### config.mk
export PLATFORM = sky130hd
export DESIGN_NAME = core_run_ctrl
export DESIGN_NICKNAME = d
export VERILOG_FILES = /design/src/rtl/core_run_ctrl.sv
export SDC_FILE = /design/constraint.sdc
export NUM_CORES = 1
export LEC_CHECK = 0
export CELL_PAD_IN_SITES_DETAIL_PLACEMENT = 0
export CELL_PAD_IN_SITES_GLOBAL_PLACEMENT = 1
export CORE_MARGIN = 1.5
export CORE_UTILIZATION = 40
export DETAILED_ROUTE_END_ITERATION = 12
export GPL_TIMING_DRIVEN = 0
export PLACE_DENSITY = 0.82
export SYNTH_ARGS = -nofsm -noshare
export SYNTH_HDL_FRONTEND = slang
export SYNTH_SLANG_ARGS = --single-unit
### constraint.sdc
create_clock -name in_Clk -period 7.6 [get_ports in_Clk]
set_clock_uncertainty 0.2 [all_clocks]
set_input_delay 1.14 -clock in_Clk [delete_from_list [all_inputs] [get_ports in_Clk]]
set_output_delay 1.14 -clock in_Clk [all_outputs]
set_load 0.05 [all_outputs]
### src/rtl/core_run_ctrl.sv
`timescale 1ns/1ps
// core_run_ctrl: bring-up run controller for the RV64IF core.
// Holds the core in reset while IMem is preloaded, releases it for one
// settle cycle, runs it for RUN_CYCLES cycles, pulses the DMem finish
// strobe once and parks the core back in reset.
// Optional feature macro: RUN_CTRL_HALT_ON_ECALL_EN -- when defined, an
// ECALL/EBREAK fetched during RUN ends the run early and sets out_halted.
module core_run_ctrl #(
  parameter int RUN_CYCLES   = 1000,
  parameter int LOAD_TIMEOUT = 4096,
  parameter int CNT_WIDTH    = 32
) (
  input  logic                 in_Clk,
  input  logic                 Rst_N,
  input  logic                 in_done_load_inst,
  input  logic [31:0]          in_inst,
  output logic                 out_core_rst_n,
  output logic                 out_exe_finished,
  output logic [CNT_WIDTH-1:0] out_cycle_count,
  output logic                 out_done,
  output logic                 out_load_timeout,
  output logic                 out_halted,
  output logic [2:0]           out_state
);

  typedef enum logic [2:0] {
    ST_LOAD    = 3'd0,
    ST_RELEASE = 3'd1,
    ST_RUN     = 3'd2,
    ST_FINISH  = 3'd3,
    ST_DONE    = 3'd4,
    ST_ERROR   = 3'd5
  } state_e;

  // Timeout comparison value; unused when the timeout is disabled (0).
  localparam bit                   TIMEOUT_EN = (LOAD_TIMEOUT != 0);
  localparam logic [31:0]          LOAD_LAST  = (LOAD_TIMEOUT == 0) ? 32'd0 : 32'(LOAD_TIMEOUT - 1);
  // Count value seen during the last RUN cycle.
  localparam logic [CNT_WIDTH-1:0] RUN_LAST   = CNT_WIDTH'(RUN_CYCLES - 1);
  localparam logic [CNT_WIDTH-1:0] CNT_MAX    = '1;
  localparam logic [CNT_WIDTH-1:0] CNT_ONE    = CNT_WIDTH'(1);

  localparam logic [31:0] INST_ECALL  = 32'h0000_0073;
  localparam logic [31:0] INST_EBREAK = 32'h0010_0073;

  state_e                 state_q, state_d;
  logic [31:0]            load_tmr_q, load_tmr_d;
  logic [CNT_WIDTH-1:0]   cycle_cnt_q, cycle_cnt_d;
  logic                   halt_req;

`ifdef RUN_CTRL_HALT_ON_ECALL_EN
  logic halted_q, halted_d;

  // An ECALL/EBREAK fetch requests an early end of the run.
  assign halt_req = (in_inst == INST_ECALL) || (in_inst == INST_EBREAK);

  // Halted flag is set by a halt request seen in RUN and stays set until reset.
  always_comb begin
    halted_d = halted_q;
    if ((state_q == ST_RUN) && halt_req) begin
      halted_d = 1'b1;
    end
  end

  // Halted flag register.
  always_ff @(posedge in_Clk) begin
    if (!Rst_N) begin
      halted_q <= 1'b0;
    end else begin
      halted_q <= halted_d;
    end
  end

  assign out_halted = halted_q;
`else
  // Feature disabled: the fetched instruction plays no part in sequencing.
  logic unused_inst;
  assign unused_inst = ^{in_inst, INST_ECALL, INST_EBREAK};
  assign halt_req    = 1'b0;
  assign out_halted  = 1'b0;
`endif

  // Next-state, load timer and run counter logic.
  always_comb begin
    state_d     = state_q;
    load_tmr_d  = load_tmr_q;
    cycle_cnt_d = cycle_cnt_q;
    case (state_q)
      ST_LOAD: begin
        if (load_tmr_q != 32'hFFFF_FFFF) begin
          load_tmr_d = load_tmr_q + 32'd1;
        end
        // A completed load wins over a coincident timeout.
        if (in_done_load_inst) begin
          state_d = ST_RELEASE;
        end else if (TIMEOUT_EN && (load_tmr_q == LOAD_LAST)) begin
          state_d = ST_ERROR;
        end
      end
      ST_RELEASE: begin
        // Single settle cycle for the core, not counted.
        state_d = ST_RUN;
      end
      ST_RUN: begin
        if (cycle_cnt_q != CNT_MAX) begin
          cycle_cnt_d = cycle_cnt_q + CNT_ONE;
        end
        if (halt_req || (cycle_cnt_q == RUN_LAST)) begin
          state_d = ST_FINISH;
        end
      end
      ST_FINISH: begin
        state_d = ST_DONE;
      end
      ST_DONE: begin
        state_d = ST_DONE;
      end
      ST_ERROR: begin
        state_d = ST_ERROR;
      end
      default: begin
        // Unused encodings recover to LOAD.
        state_d = ST_LOAD;
      end
    endcase
  end

  // State, load timer and cycle counter registers.
  always_ff @(posedge in_Clk) begin
    if (!Rst_N) begin
      state_q     <= ST_LOAD;
      load_tmr_q  <= 32'd0;
      cycle_cnt_q <= '0;
    end else begin
      state_q     <= state_d;
      load_tmr_q  <= load_tmr_d;
      cycle_cnt_q <= cycle_cnt_d;
    end
  end

  // Moore outputs, decoded from the registered state only.
  assign out_core_rst_n   = (state_q == ST_RELEASE) || (state_q == ST_RUN) || (state_q == ST_FINISH);
  assign out_exe_finished = (state_q == ST_FINISH);
  assign out_done         = (state_q == ST_DONE);
  assign out_load_timeout = (state_q == ST_ERROR);
  assign out_cycle_count  = cycle_cnt_q;
  assign out_state        = state_q;

endmodule

### Word-level counts from Yosys, hierarchy flattened

Cells that the tools add are included.

* flip-flop bits (word level): 67
* input port bits: 35
* output and inout port bits: 40
* word-level logic and storage cells: 27

* reductions and logical operators: 7
* mux-type cells: 4
* eq/ne operators: 11
* add/sub/neg operators: 2

Operators by type and width (number)
* adder 32 x 1 -> 32 bit, second input constant: 2
* != test 32 bit, second input constant: 2
* equality test 32 x 10 -> 1 bit, second input constant: 1
* equality test 32 x 12 -> 1 bit, second input constant: 1
* one-hot mux 3 bit (5 select lines): 1
* two-way mux 3 bit: 3
* equality test 3 x 2 -> 1 bit, second input constant: 2
* equality test 3 bit, second input constant: 2
* AND reduction 2 bit: 3
* equality test 3 x 1 -> 1 bit, second input constant: 1
* logical NOT 3 bit: 1
* != test 3 bit, second input constant: 1
* logical OR 1 bit: 2
* != test 2 bit, second input constant: 1
* OR reduction 2 bit: 1

### Longest topological paths before layout

Gate-level depths: netlist (run 1).

* depth after elaboration: 4
* mapped depth: 8
* gate-level depth less buffers: 6

### Least setup slack after synthesis (run 1)

Ideal clock, no wire load.

* kind: register to output
* from: register state_q[0] (netlist: out_state[0])
* to: output out_exe_finished
* path buffers: 1
* arrival time: 1.664 ns
* required time: 6.260 ns
* slack: 4.596 ns
* cell stages (with the launch flop): 4
* path through: dfxtp_1 -> clkbuf_1 -> nand2_1 -> nor2_1

* longest elaborated chain between the ends: 1

RTL lines
* from (decl): RTL line 46 `state_e state_q, state_d;`
* from (signal assigned): RTL line 135 `state_q <= state_d;`
* equality test 3 x 2 -> 1 bit: RTL line 143 `assign out_exe_finished = (state_q == ST_FINISH);`
* to (decl): RTL line 18 `output logic out_exe_finished,`

Every way passes these cells.

### Worst setup path in the final report (run 1)

* from: register state_q[0] (netlist: out_state[0])
* to: output out_load_timeout

* longest elaborated chain between the ends: 1

RTL lines
* equality test 3 bit: RTL line 145 `assign out_load_timeout = (state_q == ST_ERROR);`
* to (decl): RTL line 21 `output logic out_load_timeout,`

Every way passes these cells.

==> results by group, run 1 <==
Outcome
  – Status: finished clean

Yosys
  – Post-synth top area share: 38.22%
  – Register bit total from synthesis: 67
  – Most area-consuming cells after synthesis: dfxtp_1 38%, a21oi_1 6.8%, o31ai_1 5.3%
  – Syn Inst Count: 439
  – Synth Flop Type: dfxtp_1
  – Yosys cell types: 40
  – Xor/xnor share of the synthesized area: 2.246%
  – Post-synthesis sequential area ratio: 38.22%
  – Post-synthesis simple-gate area fraction: 34.87%
  – Compound-Gate Fraction of Synth Area: 19.32%
  – Adder-Cell Fraction of Synth Area: 0.7130%
  – Average size of a mapped cell: 7.995 µm²
  – Number of synthesized flops with an enable pin: 0
  – Mux share of post-synthesis cell area: 0.8556%
  – FFs w/ async S/R, synth: 0%
  – Synth area leader: dfxtp_1
  – Syn nets: 476
  – Synthesized cell area: 3510 µm²
  – Number of warnings issued by yosys: 0
  – Largest family of logic cells by synthesized area: simple AND/OR/NAND/NOR gates

Timing
  – Fin crit share: 44.45%
  – Fin. max-slew vios: 0
  – Final min period: 3378 ps
  – Final hold viol count: 0
  – Worst slew margin: 33.10%
  – Setup TNS: 0 ps
  – Least-Margin Pin Slew: 994.4 ps
  – RSZ-0062 raised after global routing: false
  – Highest clock rate: 296.0 MHz
  – Final setup viols: 0

Global route
  – Initial antenna violation count: 0
  – Vias in the first global route: 3328
  – First-pass GRT wire length: 16.22 mm
  – GRT Util Overall: 20.83%
  – Congestion Overflow GR: 0
  – Largest net degree at the start of global routing: 12

Layout
  – Synthesis-to-finish area growth: 21.53%
  – Leading cell types in the layout, fill and taps excluded: 67 x dfxtp_1, 48 x a21oi_1, 41 x clkdlybuf4s50_1
  – Ant diodes: 0
  – FILL cells: 843
  – Most common cell after layout, fill and taps aside: dfxtp_1
  – Final instance area: 4265 µm²
  – Sequential Area: 1341 µm²
  – Area of the multi-input gates: 2039 µm²
  – Layout cells sized above 1: 5.242%
  – Final #Nets: 528

Die
  – Ports: 75
  – Cell Rows: 33
  – Die Wd: 96.67 µm
  – Starting density of the core: 42.08%
  – Die footprint: 9345 µm²
  – Die span in y: 96.67 µm
  – Core Region: 8341 µm²

Placed design
  – Hpwl dp: 6.851 mm
  – Post-Place Cell Area: 4051 µm²
  – I/O Buffers: 41
  – Routability congestion estimate: 0.8980

Routing
  – First-pass DRT Iterations: 5
  – Total number of vias: 3605
  – Wire length per cell: 15.89 µm
  – Initial DRC count: 175
  – Post-DRT Antenna Nets: 0
  – Routed vias/inst: 5.998
  – DRC: 0
  – Total wire length: 9.549 mm

Hold path
  – Hold Path Class: reg2reg
  – Hold depth: 2

Setup path
  – Worst R2R Path Depth: 8
  – Critical Path RT: 6260 ps
  – Worst Setup Start Kind: register
  – Crit end category: output pin
  – Crit path max fanout: 9
  – Critical Path AT: 2040 ps
  – Crit Path Class: reg2out

CTS
  – CTS Buf Count: 9
  – Clk Tree Root Cell: clkbuf_8
  – Number of H-tree levels: 3
  – Post-CTS Setup Repair Bufs: 0
  – Clock Tree Buf Depth: 2
  – Cts repair resizes: 0
  – CTS tree: built
  – # clock sinks: 67
  – Worst-path clk slew: 70 ps
  – Hold Buf Count CTS: 0
  – Clk_lat worst skew: 350 ps

Power
  – Pwr Density: 228.8 nW/µm²
  – Peak supply drop: 0.1288 mV
  – Leak Pwr: 1.270 nW

Run
  – Max-Cap Viols: 0
==> stage by stage <==
step	utilization, %	worst slack [ps]	std cells	total power (W)	hold WS [ps]
after floorplan	-	4596	439	0.0005758	260.9
after global placement	48.57	4359	585	0.0006661	280.7
after detailed placement	48.57	4383	585	0.0006649	292.5
after CTS	51.14	4208	601	0.0009840	304.7
after global routing	51.14	4125	601	0.001019	326.8
final	51.14	4222	601	0.0009758	304.9
==> flip-flops by register name, summed over array words and instances, names as in the netlist <==
signal / cells
out_cycle_count: 32
load_tmr_q: 32
out_state: 3
==> cells by family after synthesis <==
group / count (synthesis)
mux: 3
buf+inv: 29
flops: 67
compound gates: 114
fa+ha+maj: 2
xor+xnor: 9
other cells: 1
simple gates: 214
==> cells in the mapped netlist, drive strengths merged (3+ instances only) <==
master and n:
a21oi 48, and2 3, and3 9, and4 7
buf 8, clkbuf 15, dfxtp 67, inv 6
mux2i 3, nand2 36, nand2b 3, nand3 26
nand4 20, nor2 26, nor3 9, nor4 16
o2111ai 4, o21a 4, o21ai 28, o31ai 26
or3 28, or4 24, xnor2 4, xor2 5
==> routing by layer <==
layer  global-route usage, %  wire (µm)
met5                       0          0
met4                   5.240         92
met3                   4.408        428
met2                   31.09       4116
met1                   30.52       4912
==> worst paths after layout <==
path	from	endpoint	slack, ps
worst max register to register	load_tmr_q[0]	load_tmr_q[0]	4660
worst min-delay path	load_tmr_q[30]	load_tmr_q[30]	300
worst max-delay path	out_state[0]	out_load_timeout	4220
worst min register to register	load_tmr_q[30]	load_tmr_q[30]	300
==> power by group <==
group	leakage [nW]	internal (W)	switching, W
clock	0.102	0.000179	0.000140
sequential	0.540	0.000365	0.0000114
combinational	0.627	0.0000772	0.000204
total	1.27	0.000621	0.000355
==> layout make-up <==
cell class                 instances  share of cell area [%]
clock buffer                      13                   3.960
timing repair buffer              41                   9.622
buffer                            23                   2.493
sequential                        67                   31.45
multi-input combinational        343                   47.81
inverter                           6                  0.5280
clock inverter                     3                   1.056
tap                              105                   3.080
==> critical path, stage by stage, from the launching register on <==
cell and delay [ps]:
dfxtp_1 330, clkbuf_1 310, and3b_1 250, clkdlybuf4s50_1 810
(Power assumes the default switching activity.)
==> run 2: changes to the inputs <==
- CORE_UTILIZATION: 40 -> 37
- PLACE_DENSITY: 0.82 -> 0.76
- clock period: 7.6 -> 3.2 ns (I/O delays scaled with it)
==> results by group, run 2 (synthesis gave the netlist of run 1 again) <==
Timing
  – RSZ-0062 raised after global routing: false
  – Least-Margin Pin Slew: 1019 ps
  – Final min period: 2977 ps
  – Final setup viols: 0
  – Highest clock rate: 336.0 MHz
  – Final hold viol count: 0
  – Hold WS: 303.2 ps
  – Worst slew margin: 31.44%
  – Fin crit share: 93.02%
  – Fin. max-slew vios: 0
  – Setup TNS: 0 ps

Placed design
  – Routability congestion estimate: 0.8670
  – Hpwl dp: 7.059 mm
  – Post-Place Cell Area: 4059 µm²
  – I/O Buffers: 41

Power
  – Switching portion of total power: 36.91%
  – Comb power frac: 29.9%
  – Reg power frac: 39.7%
  – Peak supply drop: 0.3138 mV
  – Sw Pwr: 0.0008335 W
  – Power Internal: 0.001425 W
  – Leak Pwr: 1.256 nW
  – Clock power frac: 30.4%
  – Pwr Density: 532.4 nW/µm²

Setup path
  – Critical Path RT: 3270 ps
  – Crit path max fanout: 10
  – Critical Path AT: 3050 ps
  – Crit end category: register
  – Crit Path Class: reg2reg
  – Worst Setup Start Kind: register
  – Worst R2R Path Depth: 8

Routing
  – Initial DRC count: 188
  – Highest metal used: met4
  – Routed vias/inst: 5.947
  – Total number of vias: 3598
  – Total wire length: 9.985 mm
  – Met3 routed WL: 468 µm
  – Post-Route M1 WL: 5.022 mm
  – First-pass DRT Iterations: 5
  – Post-DRT Antenna Nets: 0
  – Met2 Wirelength: 4.425 mm
  – Wire length per cell: 16.50 µm
  – DRC: 0

Hold path
  – Hold Path Class: reg2reg
  – Hold depth: 2

CTS
  – CTS tree: built
  – Clk Tree Root Cell: clkbuf_8
  – Clock Tree Buf Depth: 2
  – Cts repair resizes: 0
  – Hold Buf Count CTS: 0
  – Number of H-tree levels: 3
  – Clk_lat worst skew: 340 ps
  – Post-CTS Setup Repair Bufs: 0
  – # clock sinks: 67
  – Worst-path clk slew: 70 ps
  – CTS Buf Count: 9

Layout
  – Final #Nets: 528
  – Sequential Area: 1341 µm²
  – FILL cells: 948
  – Leading cell types in the layout, fill and taps excluded: 67 x dfxtp_1, 48 x a21oi_1, 41 x clkdlybuf4s50_1
  – Area of the multi-input gates: 2039 µm²
  – Ant diodes: 0
  – Layout cells sized above 1: 4.656%
  – Most common cell after layout, fill and taps aside: dfxtp_1
  – Synthesis-to-finish area growth: 20.86%
  – Final instance area: 4242 µm²
  – Final Core Density: 46.12%

Global route
  – Initial antenna violation count: 0
  – GRT Util Overall: 20.72%
  – Vias in the first global route: 3327
  – Largest net degree at the start of global routing: 11
  – First-pass GRT wire length: 16.57 mm
  – Congestion Overflow GR: 0

Die
  – Starting density of the core: 38.16%
  – Core Region: 9196 µm²
  – Cell Rows: 35
  – Die Wd: 100.4 µm
  – Ports: 75
  – Die span in y: 100.4 µm
  – Die footprint: 10080 µm²

Outcome
  – Status: finished clean

Run
  – Max-Cap Viols: 0
## run 2: cell count changes in the layout (fill, tap and decap cells not counted), sizes merged
cell      change
clkbuf        -1
clkinvlp      -1
## run 2: routing by layer
metal / global-route usage [%] / up-vias
met5: 0 / -
met4: 4.550 / 0
met3: 4.875 / 7
met2: 32.08 / 90
met1: 29.35 / 1697
li1: - / 1804
## run 2: path summary, 6_finish.rpt
check                          start            endpoint  slack (ps)
setup / recovery  out_cycle_count[0]  out_cycle_count[2]         220
hold / removal        load_tmr_q[27]      load_tmr_q[27]         300
setup reg to reg  out_cycle_count[0]  out_cycle_count[2]         220
hold reg to reg       load_tmr_q[27]      load_tmr_q[27]         300
## run 2: power groups by stage
| stage | registers [W] | logic (W) | clock network [W] |
|---|---|---|---|
| 3_5_place_dp | 0.000916 | 0.000676 | 0 |
| 6_report | 0.000897 | 0.000675 | 0.000687 |
| 5_1_grt | 0.000902 | 0.000728 | 0.000749 |
| 2_1_floorplan | 0.000990 | 0.000378 | 0 |
| 4_1_cts | 0.000898 | 0.000677 | 0.000707 |
| 3_3_place_gp | 0.000915 | 0.000678 | 0 |
## run 2: critical path, stage by stage (launching register included)
cell and delay [ps]:
dfxtp_1 440, ha_1 290, nand3_1 170, or4_1 520
nor4_4 590, buf_4 290, buf_6 160, o21ai_0 90
a21oi_1 140
## run 2: metrics by stage
stage	power [W]	worst slack (ps)	cells
after floorplan	0.001368	385.5	439
after global placement	0.001593	214.0	591
after detailed placement	0.001592	255.2	591
after CTS	0.002281	185.7	605
after global routing	0.002379	29.93	605
final	0.002258	223.4	605
## run 2: layout make-up
cell class | instances | area share [%]
inverters | 6 | 0.5310
clock buffers | 12 | 3.422
clock inverters | 2 | 0.8850
well taps | 111 | 3.274
multi-input cells | 343 | 48.08
flip-flops and latches | 67 | 31.62
plain buffers | 23 | 2.507
repair buffers | 41 | 9.676
==> run 3: changes to the inputs <==
- TNS_END_PERCENT: not set -> 30
==> results of run 3 <==
Final layout, timing and power as in run 2 (identical DEF).
